### config.mk
export PLATFORM = sky130hd
export DESIGN_NAME = ttt_game_ctrl_flat
export DESIGN_NICKNAME = d
export VERILOG_FILES = /design/src/rtl/ttt_pkg.sv /design/src/rtl/ttt_game_ctrl_if.sv /design/src/rtl/ttt_line_check.sv /design/src/rtl/ttt_game_ctrl.sv /design/src/flat_wrapper.sv
export SDC_FILE = /design/constraint.sdc
export NUM_CORES = 1
export LEC_CHECK = 0
export CORE_MARGIN = 3
export CORE_UTILIZATION = 28
export CTS_CLUSTER_DIAMETER = 80
export DETAILED_ROUTE_END_ITERATION = 7
export PLACE_DENSITY_LB_ADDON = 0.25
export SETUP_SLACK_MARGIN = 0.15
export SLEW_MARGIN = 5
export SYNTH_ARGS = -nofsm -noshare
export SYNTH_HDL_FRONTEND = slang
export SYNTH_SLANG_ARGS = --single-unit
### constraint.sdc
create_clock -name clk -period 2.7 [get_ports clk]
set_input_delay 0.54 -clock clk [delete_from_list [all_inputs] [get_ports clk]]
set_output_delay 0.54 -clock clk [all_outputs]
set_load 0.05 [all_outputs]
### src/rtl/ttt_pkg.sv
// rtl/ttt_pkg.sv - shared types and win-line table for the tic-tac-toe controller
// Contents: state_e, result_e, NUM_CELLS, WIN_LINES (3 rows, 3 columns, 2 diagonals).
package ttt_pkg;

    typedef enum logic [1:0] {
        IDLE  = 2'd0,
        PLAY  = 2'd1,
        CHECK = 2'd2,
        DONE  = 2'd3
    } state_e;

    typedef enum logic [1:0] {
        NONE  = 2'b00,
        X_WIN = 2'b01,
        O_WIN = 2'b10,
        DRAW  = 2'b11
    } result_e;

    localparam int NUM_CELLS = 9;

    // Cell indices are row-major: 0 = top-left, 8 = bottom-right.
    localparam logic [3:0] WIN_LINES [8][3] = '{
        '{4'd0, 4'd1, 4'd2},
        '{4'd3, 4'd4, 4'd5},
        '{4'd6, 4'd7, 4'd8},
        '{4'd0, 4'd3, 4'd6},
        '{4'd1, 4'd4, 4'd7},
        '{4'd2, 4'd5, 4'd8},
        '{4'd0, 4'd4, 4'd8},
        '{4'd2, 4'd4, 4'd6}
    };

endpackage

### src/rtl/ttt_game_ctrl_if.sv
// rtl/ttt_game_ctrl_if.sv - move-entry handshake between front end and game controller
// Signals: move_valid (front end -> ctrl), move_pos[3:0] (front end -> ctrl), move_ready (ctrl -> front end).
// Modports: master = move source (keypad/UART decoder), slave = game controller.
interface ttt_game_ctrl_if;

    logic       move_valid;
    logic [3:0] move_pos;
    logic       move_ready;

    modport master (
        output move_valid,
        output move_pos,
        input  move_ready
    );

    modport slave (
        input  move_valid,
        input  move_pos,
        output move_ready
    );

endinterface

### src/rtl/ttt_line_check.sv
// rtl/ttt_line_check.sv - combinational three-in-a-line detector for one board
// Ports: board[8:0] in (bit i = cell i occupied by this player), win out (any WIN_LINES line complete).
module ttt_line_check
    import ttt_pkg::*;
(
    input  logic [NUM_CELLS-1:0] board,
    output logic                 win
);

    logic [7:0] hit;

    for (genvar i = 0; i < 8; i++) begin : g_line
        assign hit[i] = board[WIN_LINES[i][0]] & board[WIN_LINES[i][1]] & board[WIN_LINES[i][2]];
    end

    assign win = |hit;

endmodule

### src/rtl/ttt_game_ctrl.sv
// rtl/ttt_game_ctrl.sv - tic-tac-toe game controller: move handshake, turn order, board registers, win/draw
// Ports: clk, rst_n (sync, active-low), start (new game / abort), mv (slave move handshake),
//        move_reject (1-cycle illegal-move pulse), x/o boards, turn, move_count, game_over, result, timeout.
// Parameters: FIRST_PLAYER (0 = X, 1 = O), TIMEOUT_CYCLES (idle forfeit limit, >= 2).
// Optional feature macro: MOVE_TIMEOUT_EN (per-move idle forfeit; timeout tied 0 when undefined).
module ttt_game_ctrl
    import ttt_pkg::*;
#(
    parameter logic FIRST_PLAYER   = 1'b0,
    parameter int   TIMEOUT_CYCLES = 1000
)
(
    input  logic                 clk,
    input  logic                 rst_n,
    input  logic                 start,
    ttt_game_ctrl_if.slave       mv,
    output logic                 move_reject,
    output logic [NUM_CELLS-1:0] x,
    output logic [NUM_CELLS-1:0] o,
    output logic                 turn,
    output logic [3:0]           move_count,
    output logic                 game_over,
    output logic [1:0]           result,
    output logic                 timeout
);

    state_e state;
    logic   move_ready_q;

    assign mv.move_ready = move_ready_q;

    // move_ready_q is high exactly while in PLAY, so this is the accepted-move strobe.
    logic handshake;
    assign handshake = mv.move_valid & move_ready_q;

    // Upper one-hot bits flag positions 9..15; lower bits select the target cell.
    logic [15:0]          pos_onehot;
    logic [NUM_CELLS-1:0] cell_mask;
    logic                 illegal;

    assign pos_onehot = 16'd1 << mv.move_pos;
    assign cell_mask  = pos_onehot[NUM_CELLS-1:0];
    assign illegal    = (|pos_onehot[15:NUM_CELLS]) | (|(cell_mask & (x | o)));

    logic x_win;
    logic o_win;
    logic mover_win;

    ttt_line_check u_x_check (.board(x), .win(x_win));
    ttt_line_check u_o_check (.board(o), .win(o_win));

    // Only the player who just moved can have completed a line.
    assign mover_win = turn ? o_win : x_win;

`ifdef MOVE_TIMEOUT_EN
    localparam int TW = $clog2(TIMEOUT_CYCLES);
    localparam logic [TW-1:0] IDLE_LAST = TW'(TIMEOUT_CYCLES - 1);
    logic [TW-1:0] idle_cnt;
`else
    wire [31:0] unused_timeout_cycles = 32'(TIMEOUT_CYCLES);
`endif

    always_ff @(posedge clk) begin
        if (!rst_n) begin
            state        <= IDLE;
            x            <= '0;
            o            <= '0;
            turn         <= FIRST_PLAYER;
            move_count   <= 4'd0;
            move_ready_q <= 1'b0;
            move_reject  <= 1'b0;
            game_over    <= 1'b0;
            result       <= NONE;
            timeout      <= 1'b0;
`ifdef MOVE_TIMEOUT_EN
            idle_cnt     <= '0;
`endif
        end else begin
            move_reject <= 1'b0;
            if (start) begin
                // Start overrides everything, including a move presented this cycle.
                state        <= PLAY;
                x            <= '0;
                o            <= '0;
                turn         <= FIRST_PLAYER;
                move_count   <= 4'd0;
                move_ready_q <= 1'b1;
                game_over    <= 1'b0;
                result       <= NONE;
                timeout      <= 1'b0;
`ifdef MOVE_TIMEOUT_EN
                idle_cnt     <= '0;
`endif
            end else begin
                case (state)
                    IDLE: ;
                    PLAY: begin
                        if (handshake) begin
`ifdef MOVE_TIMEOUT_EN
                            idle_cnt <= '0;
`endif
                            if (illegal) begin
                                move_reject <= 1'b1;
                            end else begin
                                if (turn) o <= o | cell_mask;
                                else      x <= x | cell_mask;
                                move_count   <= move_count + 4'd1;
                                move_ready_q <= 1'b0;
                                state        <= CHECK;
                            end
                        end
`ifdef MOVE_TIMEOUT_EN
                        else if (idle_cnt == IDLE_LAST) begin
                            // Forfeit: the player to move loses.
                            state        <= DONE;
                            move_ready_q <= 1'b0;
                            game_over    <= 1'b1;
                            result       <= turn ? X_WIN : O_WIN;
                            timeout      <= 1'b1;
                        end else begin
                            idle_cnt <= idle_cnt + 1'b1;
                        end
`endif
                    end
                    CHECK: begin
                        // Win is tested before the full-board draw so a 9th-move win is reported.
                        if (mover_win) begin
                            state     <= DONE;
                            game_over <= 1'b1;
                            result    <= turn ? O_WIN : X_WIN;
                        end else if (move_count == 4'd9) begin
                            state     <= DONE;
                            game_over <= 1'b1;
                            result    <= DRAW;
                        end else begin
                            state        <= PLAY;
                            turn         <= ~turn;
                            move_ready_q <= 1'b1;
`ifdef MOVE_TIMEOUT_EN
                            idle_cnt     <= '0;
`endif
                        end
                    end
                    DONE: ;
                    default: state <= IDLE;
                endcase
            end
        end
    end

endmodule
### src/flat_wrapper.sv
// flat-port wrapper written by rule: the top's interface ports become plain ports
module ttt_game_ctrl_flat import ttt_pkg::*;
#(
    parameter logic FIRST_PLAYER   = 1'b0,
    parameter int   TIMEOUT_CYCLES = 1000
)
  (clk, rst_n, start, move_reject, x, o, turn, move_count, game_over, result, timeout, mv_move_valid, mv_move_pos, mv_move_ready);
  ttt_game_ctrl_if mv_i ();
  input  logic clk;
  input  logic rst_n;
  input  logic start;
  output logic move_reject;
  output logic [NUM_CELLS-1:0] x;
  output logic [NUM_CELLS-1:0] o;
  output logic turn;
  output logic [3:0] move_count;
  output logic game_over;
  output logic [1:0] result;
  output logic timeout;
  input wire logic [$bits(mv_i.move_valid)-1:0] mv_move_valid;
  input wire logic [$bits(mv_i.move_pos)-1:0] mv_move_pos;
  output wire logic [$bits(mv_i.move_ready)-1:0] mv_move_ready;
  assign mv_i.move_valid = mv_move_valid;
  assign mv_i.move_pos = mv_move_pos;
  assign mv_move_ready = mv_i.move_ready;
  ttt_game_ctrl #(.FIRST_PLAYER(FIRST_PLAYER), .TIMEOUT_CYCLES(TIMEOUT_CYCLES)) u_core (.clk(clk), .rst_n(rst_n), .start(start), .mv(mv_i), .move_reject(move_reject), .x(x), .o(o), .turn(turn), .move_count(move_count), .game_over(game_over), .result(result), .timeout(timeout));
endmodule
==> results.yml, run 1 <==
status:
  status: "complete, no violations"
sta:
  finClkSkew_ns: 0.0135
  worst_slack_ns: 0.261
  timing.hold.ws_ns: 0.471
  slew-limit-headroom_pct: 64.5
  hold_violations: 0
  min_period_over_period_pct: 90.4
  finalSetupViolCount: 0
  worstMarginPinSlew_ns: 0.531
  slew_violations: 0
  rsz0062_at_grt: "false"
  max_freq_mhz: 410
  fin_crit_ns: 2.44
  tns_ns: 0
synth:
  synth_top_area_share_pct: 39.4
  synth_cell_types: 51
  synthesis.area_mm2: 0.00153
  synth_cells: 163
  synth_warnings: 0
  synth_mux_area_share_pct: 0.656
  ys_seq_elements: 30
  yosys.area_share.simple_pct: 20.2
  async_flop_share_pct: 0
  synth-xor-area-share_pct: 0.574
  synth_nets: 175
  syn_area_per_cell_um2: 9.36
  synth_area_leaders: "dfxtp_1 39%, a22o_1 14%, ha_1 3.3%"
  seq_area_frac_synth_pct: 39.4
  synth_edf_count: 0
  synth_top_family_by_area: "compound AO/OA/AOI/OAI gates"
  synth-main-ff-cell: "dfxtp_1"
  synth-adder-area-share_pct: 3.28
  synth_area_leader_cell: "dfxtp_1"
  synth-compound-area-share_pct: 31.3
pwr:
  sw_frac_of_total_pct: 21.4
  p_int_mw: 0.881
  ir_drop_v: 0.000386
  p_sw_mw: 0.239
  power_mw: 1.12
  sequentialPowerShare_pct: 40.2
  p_per_area_mw_per_mm2: 519
  combPwrFrac_pct: 8.7
  cellLeakagePower_nw: 0.777
  p_clk_share_pct: 51.1
placed_design:
  portBuffers: 35
  place_congestion: 0.842
  hpwl_um: 3150
  dp_slack_ns: -0.000749
  placedCellCount: 273
worst_setup_path:
  cp.arrival_ns: 2.65
  worst_setup_path_end_kind: "flop"
  worst-r2r-setup-slack_ns: 0.67
  required_ns: 2.91
  critPathLaunchType: "primary input"
  critPathMaxFanout: 9
  critPathKind: "primary input to flop"
final_layout:
  area_delta_synth_final_pct: 41.5
  regArea_um2: 601
  stdcell_count: 281
  fin_nets: 222
  final_common_cell: "clkdlybuf4s50_1"
  multi_input_area_um2: 865
  fillCellCount: 504
  diodes: 0
  layout-drive-gt1-share_pct: 14.2
  final_cell_mix: "35 x clkdlybuf4s50_1, 30 x dfxtp_1, 24 x a22o_1"
grt:
  overflow: 0
  antenna_found_initial: 0
  grt_pass1_vias: 1383
  grt_usage_pct: 14.0
  grt_pass1_wl_um: 6890
  grt_start_max_net_pins: 25
cts:
  root_buffer: "clkbuf_8"
  ctsLongestPathBuffers: 2
  htreeDepth: 2
  clk_pin_slew_ns: 0.08
  cts_tree: "yes"
  cts.sinks: 30
  post_cts_buffers: 0
  cts_made_buffers: 5
  insertion_delay_ns: 0.29
detailed_routing:
  wl_per_cell_um: 15.2
  wl_um: 4260
  ant_nets: 0
  vias: 1452
  post-route-drc-count: 0
  drt-initial-drc-count: 117
  firstDrtPassIters: 4
  via_per_inst: 5.17
die:
  start_util_pct: 29.5
  die_height_um: 79.8
  std_cell_rows: 26
  die_w_um: 79.8
  ioPinCount: 37
  die-area_mm2: 0.00637
  core-area_mm2: 0.00517
run:
  maxCapViolCount: 0
min_path:
  hold_class: "flop to flop"
-- power by group through the flow --
stage / Sequential [mW] / Clock, mW / Combinational [mW]
3_5_place_dp: 0.461 / 0 / 0.0953
6_report: 0.451 / 0.573 / 0.0973
2_1_floorplan: 0.467 / 0 / 0.0508
4_1_cts: 0.451 / 0.583 / 0.0962
3_3_place_gp: 0.461 / 0 / 0.0957
5_1_grt: 0.451 / 0.600 / 0.106
-- repair_timing --
item | 4_1_cts | 5_1_grt
endpoints found under the setup margin | 0 | 1
hold buffers | 0 | 0
resized for setup | 0 | 1
-- cell usage after synthesis, types with 2 or more instances --
master / instances
nand3_1: 6
nand4_1: 2
inv_1: 10
a211oi_2: 2
a22o_1: 24
nor2b_1: 2
nand2b_1: 2
o21ai_0: 3
nor3b_1: 3
a22oi_1: 4
nor2_1: 13
a21oi_2: 2
a21oi_1: 5
or2b_1: 2
ha_1: 4
and4_1: 3
clkbuf_1: 2
nand2_1: 8
a31oi_1: 3
nor3_1: 3
dfxtp_1: 30
-- logic make-up (layout without fill, tap and decap cells) --
| family | count (synthesis) | count (layout) |
|---|---|---|
| xor gates and xnor gates | 1 | 1 |
| other | 1 | 1 |
| AOI/OAI and AO/OA | 56 | 56 |
| adders and majority gates | 4 | 4 |
| DFF | 30 | 30 |
| buffers and inverters | 15 | 63 |
| muxes | 1 | 1 |
| and+or+nand+nor | 55 | 55 |
-- cell type report --
type / instances / share of cell area, %
multi-input combinational: 118 / 40.1
sequential: 30 / 27.8
timing repair buffer: 45 / 19.7
tap: 70 / 4.06
clock buffer: 6 / 3.83
clock inverter: 2 / 2.78
inverter: 10 / 1.74
-- sequential cells by signal, indices dropped and copies added, names as in the netlist --
register and flops:
u_core.game_over 1, u_core.move_count 4, u_core.move_reject 1, u_core.mv.move_ready 1, u_core.o 9, u_core.result 2
u_core.state 2, u_core.turn 1, u_core.x 9
-- layer usage --
metal  vias up  track usage [%]  part of all wire [%]
li1        708                -                     -
met1       685             18.4                    49
met2        51             21.5                    43
met3         8             3.61                   6.2
met4         0             5.91                   1.9
met5         -                0                     0
-- final timing paths --
path,startpoint,end,cells after the start
min reg2reg,u_core.result[0],u_core.result[0],2
max,mv_move_pos[0],u_core.move_count[1],7
max reg2reg,u_core.o[5],u_core.move_count[1],6
min,u_core.result[0],u_core.result[0],2
-- worst max-delay path, stage by stage --
cell and delay, ns:
clkdlybuf4s50_1 0.54, o41ai_1 0.45, o311ai_2 0.23, a2111oi_4 0.44, buf_4 0.23, nor2_2 0.04
a211oi_2 0.18
-- metrics by stage --
| step | utilization, % | cell area, µm² |
|---|---|---|
| finish | 41.7 | 2160 |
| global route | 41.7 | 2160 |
| CTS | 41.6 | 2150 |
| detailed placement | 38.8 | 2010 |
| global placement | 38.8 | 2010 |
| floorplan | - | 1530 |
(Power assumes the default switching activity.)
==> inputs of run 2 (changes only) <==
--- a/config.mk
+++ b/config.mk
@@ -15,3 +15,4 @@
 export SYNTH_ARGS = -nofsm -noshare
 export SYNTH_HDL_FRONTEND = slang
 export SYNTH_SLANG_ARGS = --single-unit
+export TNS_END_PERCENT = 1
==> results of run 2 <==
Same layout as run 1: the final DEF is identical, and so are final timing and power.
==> inputs of run 3 (changes only) <==
--- a/config.mk
+++ b/config.mk
@@ -5,6 +5,7 @@
 export SDC_FILE = /design/constraint.sdc
 export NUM_CORES = 1
 export LEC_CHECK = 0
+export CAP_MARGIN = 20
 export CORE_MARGIN = 3
 export CORE_UTILIZATION = 28
 export CTS_CLUSTER_DIAMETER = 80
==> results of run 3 <==
Same layout as run 1: the final DEF is identical, and so are final timing and power.
